### config.mk
export PLATFORM = sky130hd
export DESIGN_NAME = hub75_scan_ctrl
export DESIGN_NICKNAME = d
export VERILOG_FILES = /design/src/rtl/hub75_scan_ctrl_pkg.sv /design/src/rtl/hub75_wrap_counter.sv /design/src/rtl/hub75_scan_ctrl.sv
export SDC_FILE = /design/constraint.sdc
export NUM_CORES = 1
export LEC_CHECK = 0
export ABC_CLOCK_PERIOD_IN_PS = 1700
export CORE_ASPECT_RATIO = 0.8
export CORE_UTILIZATION = 36
export CTS_CLUSTER_SIZE = 28
export DETAILED_ROUTE_END_ITERATION = 8
export MAX_ROUTING_LAYER = met4
export PLACE_DENSITY = 0.6
export SYNTH_ARGS = -nofsm -noshare
export SYNTH_HDL_FRONTEND = slang
export SYNTH_HIERARCHICAL = 1
export SYNTH_SLANG_ARGS = --single-unit
### constraint.sdc
create_clock -name in_clk -period 1.7 [get_ports in_clk]
set_input_delay 0.17 -clock in_clk [delete_from_list [all_inputs] [get_ports in_clk]]
set_output_delay 0.17 -clock in_clk [all_outputs]
set_load 0.01 [all_outputs]
### src/rtl/hub75_scan_ctrl_pkg.sv
// Shared types and constants for the HUB75 scan controller.
package hub75_scan_ctrl_pkg;

  typedef enum logic [2:0] {
    ST_START,
    ST_SHIFT,
    ST_LATCH,
    ST_ROWSET,
    ST_ARM
  } scan_state_e;

  localparam int unsigned DEF_PIX_PER_ROW = 64;
  localparam int unsigned DEF_ROWS        = 16;
  localparam int unsigned DEF_PWM_W       = 8;
  localparam int unsigned DEF_PWM_MAX     = 254;

  localparam int unsigned PH_PWM = 0;
  localparam int unsigned PH_PIX = 1;
  localparam int unsigned PH_LAT = 2;

  // Counter width for n states, never below one bit.
  function automatic int unsigned cnt_width(input int unsigned n);
    return (n > 1) ? $clog2(n) : 1;
  endfunction

endpackage

### src/rtl/hub75_wrap_counter.sv
// Modulo counter: counts 0..MAX on en_i and wraps; tc_o flags MAX.
module hub75_wrap_counter #(
  parameter int unsigned W   = 8,
  parameter int unsigned MAX = 255
) (
  input  logic         clk_i,
  input  logic         rst_i,
  input  logic         en_i,
  output logic [W-1:0] cnt_o,
  output logic         tc_o
);

  logic [W-1:0] cnt_q, cnt_d;

  assign tc_o  = (cnt_q == W'(MAX));
  assign cnt_o = cnt_q;

  always_comb begin
    cnt_d = cnt_q;
    if (en_i) cnt_d = tc_o ? '0 : cnt_q + 1'b1;
  end

  always_ff @(posedge clk_i or posedge rst_i) begin
    if (rst_i) cnt_q <= '0;
    else       cnt_q <= cnt_d;
  end

endmodule

### src/rtl/hub75_scan_ctrl.sv
// HUB75 scan/timing controller: sequences shift, latch, row update and
// PWM step from the upstream one-hot phase strobes.
module hub75_scan_ctrl
  import hub75_scan_ctrl_pkg::*;
#(
  parameter  int unsigned PIX_PER_ROW = DEF_PIX_PER_ROW,
  parameter  int unsigned ROWS        = DEF_ROWS,
  parameter  int unsigned PWM_W       = DEF_PWM_W,
  parameter  int unsigned PWM_MAX     = DEF_PWM_MAX,
  localparam int unsigned ROW_W       = cnt_width(ROWS)
) (
  input  logic             in_clk,
  input  logic             in_rst,
  input  logic             in_enable,
  input  logic             pix_cntr_strobe,
  input  logic             row_cntr_strobe,
  input  logic             pwm_cntr_strobe,
  input  logic             lat_strobe,
  input  logic             alrst_strobe,
  output logic [PWM_W-1:0] pwm_value,
  output logic [ROW_W-1:0] out_row,
  output logic             out_lat,
  output logic             out_oe_n,
  output logic             out_shift_en,
  output logic             out_fifo_rrst_n,
  output logic             out_frame_done
);

  localparam int unsigned PIX_W = cnt_width(PIX_PER_ROW);

  scan_state_e      state_q, state_d;
  logic [ROW_W-1:0] row_q, row_d;
  logic             lat_q, lat_d;
  logic             oe_n_q, oe_n_d;
  logic             shift_en_q, shift_en_d;
  logic             rrst_n_q, rrst_n_d;
  logic             frame_done_q, frame_done_d;
  logic             frame_end_q, frame_end_d;
  logic [1:0]       hold_q, hold_d;

  logic             pix_en, row_en, pwm_en;
  logic [PIX_W-1:0] pix_cnt;
  logic [ROW_W-1:0] row_cnt;
  logic             pix_tc, row_tc, pwm_tc;
  logic             unused_sig;

  assign unused_sig = ^{pix_cnt, pwm_tc, alrst_strobe};

  hub75_wrap_counter #(.W(PIX_W), .MAX(PIX_PER_ROW - 1)) u_pix_cnt (
    .clk_i(in_clk), .rst_i(in_rst), .en_i(pix_en), .cnt_o(pix_cnt), .tc_o(pix_tc)
  );

  hub75_wrap_counter #(.W(ROW_W), .MAX(ROWS - 1)) u_row_cnt (
    .clk_i(in_clk), .rst_i(in_rst), .en_i(row_en), .cnt_o(row_cnt), .tc_o(row_tc)
  );

  hub75_wrap_counter #(.W(PWM_W), .MAX(PWM_MAX)) u_pwm_cnt (
    .clk_i(in_clk), .rst_i(in_rst), .en_i(pwm_en), .cnt_o(pwm_value), .tc_o(pwm_tc)
  );

  always_comb begin
    state_d      = state_q;
    row_d        = row_q;
    lat_d        = 1'b0;
    oe_n_d       = oe_n_q;
    shift_en_d   = shift_en_q;
    rrst_n_d     = rrst_n_q;
    frame_done_d = 1'b0;
    frame_end_d  = frame_end_q;
    hold_d       = hold_q;
    pix_en       = 1'b0;
    row_en       = 1'b0;
    pwm_en       = 1'b0;

    // The end-of-frame FIFO reset is timed by clocks, not by the ARM strobe,
    // so RRST stays low for a full strobe round (3 clocks).
    if (!rrst_n_q && hold_q != 2'd0) hold_d = hold_q - 2'd1;
    if (!rrst_n_q && hold_q == 2'd0 && state_q != ST_START) rrst_n_d = 1'b1;

    unique case (state_q)
      ST_START: begin
        rrst_n_d = 1'b0;
        if (pwm_cntr_strobe) begin
          rrst_n_d   = 1'b1;
          shift_en_d = 1'b1;
          state_d    = ST_SHIFT;
        end
      end
      ST_SHIFT: begin
        oe_n_d = ~in_enable;
        if (pix_cntr_strobe) begin
          pix_en = 1'b1;
          if (pix_tc) begin
            shift_en_d = 1'b0;
            oe_n_d     = 1'b1;
            state_d    = ST_LATCH;
          end
        end
      end
      ST_LATCH: begin
        if (lat_strobe) begin
          lat_d   = 1'b1;
          state_d = ST_ROWSET;
        end
      end
      ST_ROWSET: begin
        if (row_cntr_strobe) begin
          row_en = 1'b1;
          row_d  = row_cnt;
          if (row_tc) begin
            rrst_n_d     = 1'b0;
            hold_d       = 2'd2;
            frame_done_d = 1'b1;
            frame_end_d  = 1'b1;
          end
          state_d = ST_ARM;
        end
      end
      ST_ARM: begin
        if (pwm_cntr_strobe) begin
          shift_en_d = 1'b1;
          oe_n_d     = ~in_enable;
          state_d    = ST_SHIFT;
          if (frame_end_q) begin
            pwm_en      = 1'b1;
            frame_end_d = 1'b0;
          end
        end
      end
      default: state_d = ST_START;
    endcase

    if (!in_enable) oe_n_d = 1'b1;
  end

  always_ff @(posedge in_clk or posedge in_rst) begin
    if (in_rst) begin
      state_q      <= ST_START;
      row_q        <= '0;
      lat_q        <= 1'b0;
      oe_n_q       <= 1'b1;
      shift_en_q   <= 1'b0;
      rrst_n_q     <= 1'b0;
      frame_done_q <= 1'b0;
      frame_end_q  <= 1'b0;
      hold_q       <= '0;
    end else begin
      state_q      <= state_d;
      row_q        <= row_d;
      lat_q        <= lat_d;
      oe_n_q       <= oe_n_d;
      shift_en_q   <= shift_en_d;
      rrst_n_q     <= rrst_n_d;
      frame_done_q <= frame_done_d;
      frame_end_q  <= frame_end_d;
      hold_q       <= hold_d;
    end
  end

  assign out_row         = row_q;
  assign out_lat         = lat_q;
  assign out_oe_n        = oe_n_q;
  assign out_shift_en    = shift_en_q;
  assign out_fifo_rrst_n = rrst_n_q;
  assign out_frame_done  = frame_done_q;

endmodule

==> flow_summary.toml <==
[synthesis]
synth-edff-count = 0
synth_top_cell_area_share = 0.474
avgSynthCellArea_um2 = 10.5
synth_nets = 173
synth_ff_type = "dfrtp_1"
synth_top_cell_by_area = "dfrtp_1"
synth_area_leaders = "dfrtp_1 47%, mux2_2 4.7%, ha_1 3.7%, nand2_1 3.3%, inv_1 2.7%"
synthArstFlopShare = 1.00
ys.warnings.count = 6
netlist_area_um2 = 1690
ys_types = 47
synthCells = 160
ys_seq_area_frac = 0.490
ys_ff_latch = 33

[worst_setup_path]
crit_arrival_ps = 1780
crit_path_start = "state_q[1]$_DFFE_PP0P_"
timing_worst_setup_path_type = "flop to flop"
path_max_fanout = 10
slowest_stage = "dfrtp_1"
critPathMaxStageDelay_ps = 450
cp_num_buf_inv = 1
r2r-start = "state_q[1]$_DFFE_PP0P_"
path_cells = "nand4bb_1 -> nor2_1 -> buf_4 -> nand2_2 -> or3_1 -> nand3_1"
critical_path.startpoint_type = "flop"
crit_end = "u_pwm_cnt/cnt_o[4]$_DFFE_PP0P_"
rr_worst_depth = 6
rr_endpoint = "u_pwm_cnt/cnt_o[4]$_DFFE_PP0P_"
required_ps = 1920
cp.depth = 6
endpoint_kind = "flop"
crit_family = "simple AND/OR/NAND/NOR gates"
reg2reg_slack_ps = 130

[timing]
grt_setup_unrepaired = "no"
fin_crit_sh = 0.921
finalHoldViolations = 0
slew_headroom = 0.621
skew_ps = 7.35
period_needed_ps = 1570
finalSetupTns_ps = 0
worst_slew_pin_slew_ps = 567
slew_violations = 0
fmax_mhz = 638
finalSetupViolations = 0

[layout]
nets = 209
layout_commonest_cell = "dfrtp_1"
syn_to_final_growth_pct = 26.3
post_route_cells_drive_above_1_share = 0.173
diodes = 0
utilization = 0.492
final_cell_mix = "32 x dfrtp_1, 23 x clkdlybuf4s50_1, 15 x nand2_1, 12 x inv_1, 11 x buf_4"

[routing]
drc = 0
routed_wl_mm = 3.38
avgViaCountPerCell = 5.19
dr.pass1.iters = 4
drt_iter0_drc = 77
routedWlPerCell_um = 13.4
vias = 1312
ant_nets = 0

[floorplan]
rows = 21
dieArea_um2 = 4970
die_w_um = 78.6
die_y_um = 63.2
coreArea_um2 = 4340
start_util = 0.389
io_pins = 25

[global_route]
grt_pass1_vias = 1295
grt_usage = 0.159
grt_max_degree = 16
grt_pass1_wl_mm = 5.93
overflow = 0
antenna_found_initial = 0

[placed_design]
place.port_buffers = 23
routabilityCongestion = 0.836
dp_hpwl_mm = 2.54

[clock_tree]
cts_tree = "done"
postCtsHoldBufs = 0
cts_inserted_buffers = 5
clock_path_buffers = 2
numClockSinks = 33
post_cts_buffers = 0
root_buffer = "clkbuf_8"
path_clk_slew_ps = 60
clk_latency_ps = 290
cts.htree.levels = 2

[power]
power.density_nw_per_um2 = 997
p_leak_nw = 0.941
peakVddDrop_mv = 0.650

[job]
maxCapViolCount = 0

[worst_hold_path]
hp-class = "input port to asynchronous set/reset pin"

[run_status]
status = "complete, no violations"
## power breakdown
group | switching (mW) | internal [mW] | total (mW)
logic | 0.220 | 0.263 | 0.483
registers | 0.125 | 0.923 | 1.05
clock network | 0.274 | 0.321 | 0.595
## synth_stat cells (3+ instances only)
cell,n
dfrtp_1,32
nand2_1,15
inv_1,12
a21oi_1,7
mux2_2,7
nor2_1,7
nand2b_1,6
nand3_1,6
o21ai_0,6
ha_1,5
o21ai_1,5
xnor2_1,4
nand4_1,3
o211ai_1,3
## worst min-delay path by stage
stage | start | to | slack (ps) | cells after the start
2_1_floorplan | in_rst | u_row_cnt/cnt_o[0]$_DFFE_PP0P_ | -60 | 1
3_3_place_gp | u_row_cnt/cnt_o[3]$_DFFE_PP0P_ | u_row_cnt/cnt_o[3]$_DFFE_PP0P_ | 470 | 1
3_5_place_dp | in_rst | u_row_cnt/cnt_o[2]$_DFFE_PP0P_ | 480 | 2
4_1_cts | in_rst | u_row_cnt/cnt_o[3]$_DFFE_PP0P_ | 170 | 2
5_1_grt | in_rst | u_row_cnt/cnt_o[3]$_DFFE_PP0P_ | 180 | 2
6_report | in_rst | u_row_cnt/cnt_o[2]$_DFFE_PP0P_ | 170 | 2
## registers in the layout, summed over array words and instances (netlist names)
signal	flops
out_row	4
out_shift_en	1
hold_q	2
u_pix_cnt/cnt_o	6
out_lat	1
out_fifo_rrst_n	1
out_frame_done	1
state_q	3
u_row_cnt/cnt_o	4
out_oe_n	1
frame_end_q	1
u_pwm_cnt/cnt_o	8
## metrics by stage
| step | setup slack, ps | hold slack, ps | cell area [um^2] | power [mW] | cells |
|---|---|---|---|---|---|
| 5_1_grt | 2.92 | 180 | 2130 | 2.26 | 253 |
| 3_3_place_gp | 45.7 | 475 | 2040 | 1.51 | 246 |
| 6_report | 134 | 172 | 2130 | 2.13 | 253 |
| 4_1_cts | 102 | 174 | 2130 | 2.14 | 253 |
| 2_1_floorplan | 9.97 | -63.9 | 1690 | 1.36 | 160 |
| 3_5_place_dp | 3.33 | 481 | 2040 | 1.54 | 246 |
## repair_timing
action / in CTS / in global routing
resized for setup: 0 / 1
endpoints found under the hold margin: 0 / 0
setup endpoints to repair: 0 / 2
## cell families after synthesis
family          Yosys count  share of synthesized area
fa+ha+maj                 5                     0.0371
xor+xnor                  4                     0.0208
flops                    33                      0.490
compound gates           35                      0.148
buf+inv                  17                     0.0489
mux                       9                     0.0586
simple gates             57                      0.197
## routing by layer
metal  part of all wire  up-vias  GRT usage
met3              0.036        6     0.0522
met5                  0        -          -
met2               0.45       22      0.241
li1                   -      641          -
met1               0.50      643      0.201
met4              0.012        0     0.0486
## final cells by class
cell class | instances | area (um^2)
multi-input combinational | 110 | 790
timing repair buffer | 34 | 313
clock buffer | 7 | 86.3
tap | 57 | 71.3
fill | 404 | 2200
sequential | 33 | 827
inverter | 12 | 45.0
No activity file was read; power rests on OpenSTA's default activity.
==> variant, RTL diff (same settings) <==
`DEF_PWM_MAX`: 254 -> 190.
--- a/src/rtl/hub75_scan_ctrl_pkg.sv
+++ b/src/rtl/hub75_scan_ctrl_pkg.sv
@@ -13,5 +13,5 @@
   localparam int unsigned DEF_ROWS        = 16;
   localparam int unsigned DEF_PWM_W       = 8;
-  localparam int unsigned DEF_PWM_MAX     = 254;
+  localparam int unsigned DEF_PWM_MAX     = 190;
 
   localparam int unsigned PH_PWM = 0;
Function: same outputs for any inputs over 10 cycles, from zero or initial values and one cycle with in_rst high; that may be too few to reach the edited logic, so the function may still have changed.
==> variant against the unedited design <==
Maximum frequency shrank 3.4%. Worst setup slack lost 0.055 ns. Clock power grew 27%. First-iteration DRC count grew 58%. Final cell count grew 1.6%. Design area grew 1.0%. Via count shrank 2.8%. Sequential power is essentially flat. Power grew 8.2%. Wire length grew 0.92%. Synthesized area shrank 1.5%. Global-route usage grew 0.78 points. Synthesized cell count is the same. Sequential cell count is the same. Critical path type unchanged. Largest power group unchanged.
==> variant: results (changes against the unedited design) <==
outcome completed; global-route wire length before repair 6182 microns (+4.2%); dpl cell area 2037 sq um (-0.12%); Cell variety after synth 46 (-2.1%); WL final 3415 microns (+0.92%); Critical Path AT 1.84 ns (+0.06 ns); number of DRC markers in iteration 0 122 (+58%); CP max-delay cell or3b_2; synth cell count leaders dfrtp_1, nand2_1, inv_1, nand2b_1, nor2_1; dpl ws -0.1187 ns (-0.1220 ns); Post-DP HPWL 2608 microns (+2.6%); synth top area cells dfrtp_1, mux2_2, nand2_1; crit path max fanout 4 (-6); Filler cells 412 (+2.0%); crit path launch state_q[0]; CP peak stage delay 0.47 ns (+0.02 ns); Rel. slew slack 61.79% (-0.35 points); ant diodes 0 (unchanged); RePlAce Congestion 0.8948 (+7.0%); Setup Skew 0.006591 ns (-0.0007544 ns); leakage power 0.9748 nW (+3.6%); vias in the first global route 1333 (+2.9%); Via density 4.961 (-4.3%); Total GRT Usage 16.67% (+0.78 points); final net count 212 (+1.4%); Reg2Reg Launch Point state_q[0]; Switching Share 27.52% (-1.6 points)
## variant: layout make-up
| type | count | area share (%) |
|---|---|---|
| Clock buffer | 7 | 4.009 |
| Clock inverter | 1 | 1.395 |
| Inverter | 13 | 2.266 |
| Multi-Input combinational cell | 109 | 35.04 |
| Sequential cell | 33 | 38.41 |
| Tap cell | 57 | 3.312 |
| Timing Repair Buffer | 37 | 15.57 |
## variant: final timing paths
| path | end | slack [ns] | cells after the start |
|---|---|---|---|
| setup reg to reg | u_pwm_cnt/cnt_o[4] | 0.08 | 6 |
| max in group asynchronous | state_q[1] | 0.97 | 2 |
| min in group in_clk | out_oe_n | 0.42 | 2 |
| hold / removal | u_row_cnt/cnt_o[1] | 0.17 | 2 |
| hold reg to reg | frame_end_q | 0.50 | 1 |
| setup / recovery | u_pwm_cnt/cnt_o[4] | 0.08 | 6 |
## variant: worst register-to-register path, delay by kind of cell (launching register included)
family | cells | cell delay (ns)
buffers and inverters | 1 | 0.14
DFF | 1 | 0.41
and+or+nand+nor | 5 | 1.02
## variant: power groups by stage
| stage | Sequential [mW] | Combinational (mW) | Clock, mW |
|---|---|---|---|
| after global routing | 1.07 | 0.577 | 0.818 |
| final | 1.05 | 0.500 | 0.756 |
| after detailed placement | 1.06 | 0.501 | 0 |
| after global placement | 1.04 | 0.466 | 0 |
| after CTS | 1.05 | 0.506 | 0.774 |
| after floorplan | 1.04 | 0.321 | 0 |
## variant: metal layers
layer,GRT usage [%],vias to the layer above,routed length [microns]
li1,-,636,-
met1,21.20,613,1684
met2,26.22,20,1576
met3,3.942,6,104
met4,5.556,0,51
met5,-,-,0
## variant: stage by stage
step                      util [%]  setup TNS (ns)  cells
final                        49.97               0    257
after global placement       47.27        -0.07827    249
after detailed placement     47.27         -0.2737    249
after global routing         49.97        -0.05003    257
after CTS                    49.97               0    257
after floorplan                  -               0    160
## variant: cell families (layout without fill, tap and decap cells)
logic type	after synthesis	in the layout	share of synthesized area [%]
AO/OA/AOI/OAI	29	29	11.89
buffers and inverters	18	58	5.192
XOR/XNOR	5	5	2.633
adder cells (fa/ha/maj)	5	5	3.762
AND/OR/NAND/NOR	61	61	20.84
flip-flops	33	33	49.74
multiplexers	9	9	5.945
## variant: timing repair
action	4_1_cts	5_1_grt
setup endpoints to repair	0	3
buffers inserted	0	0
resized for setup	0	1
hold buffers	0	0
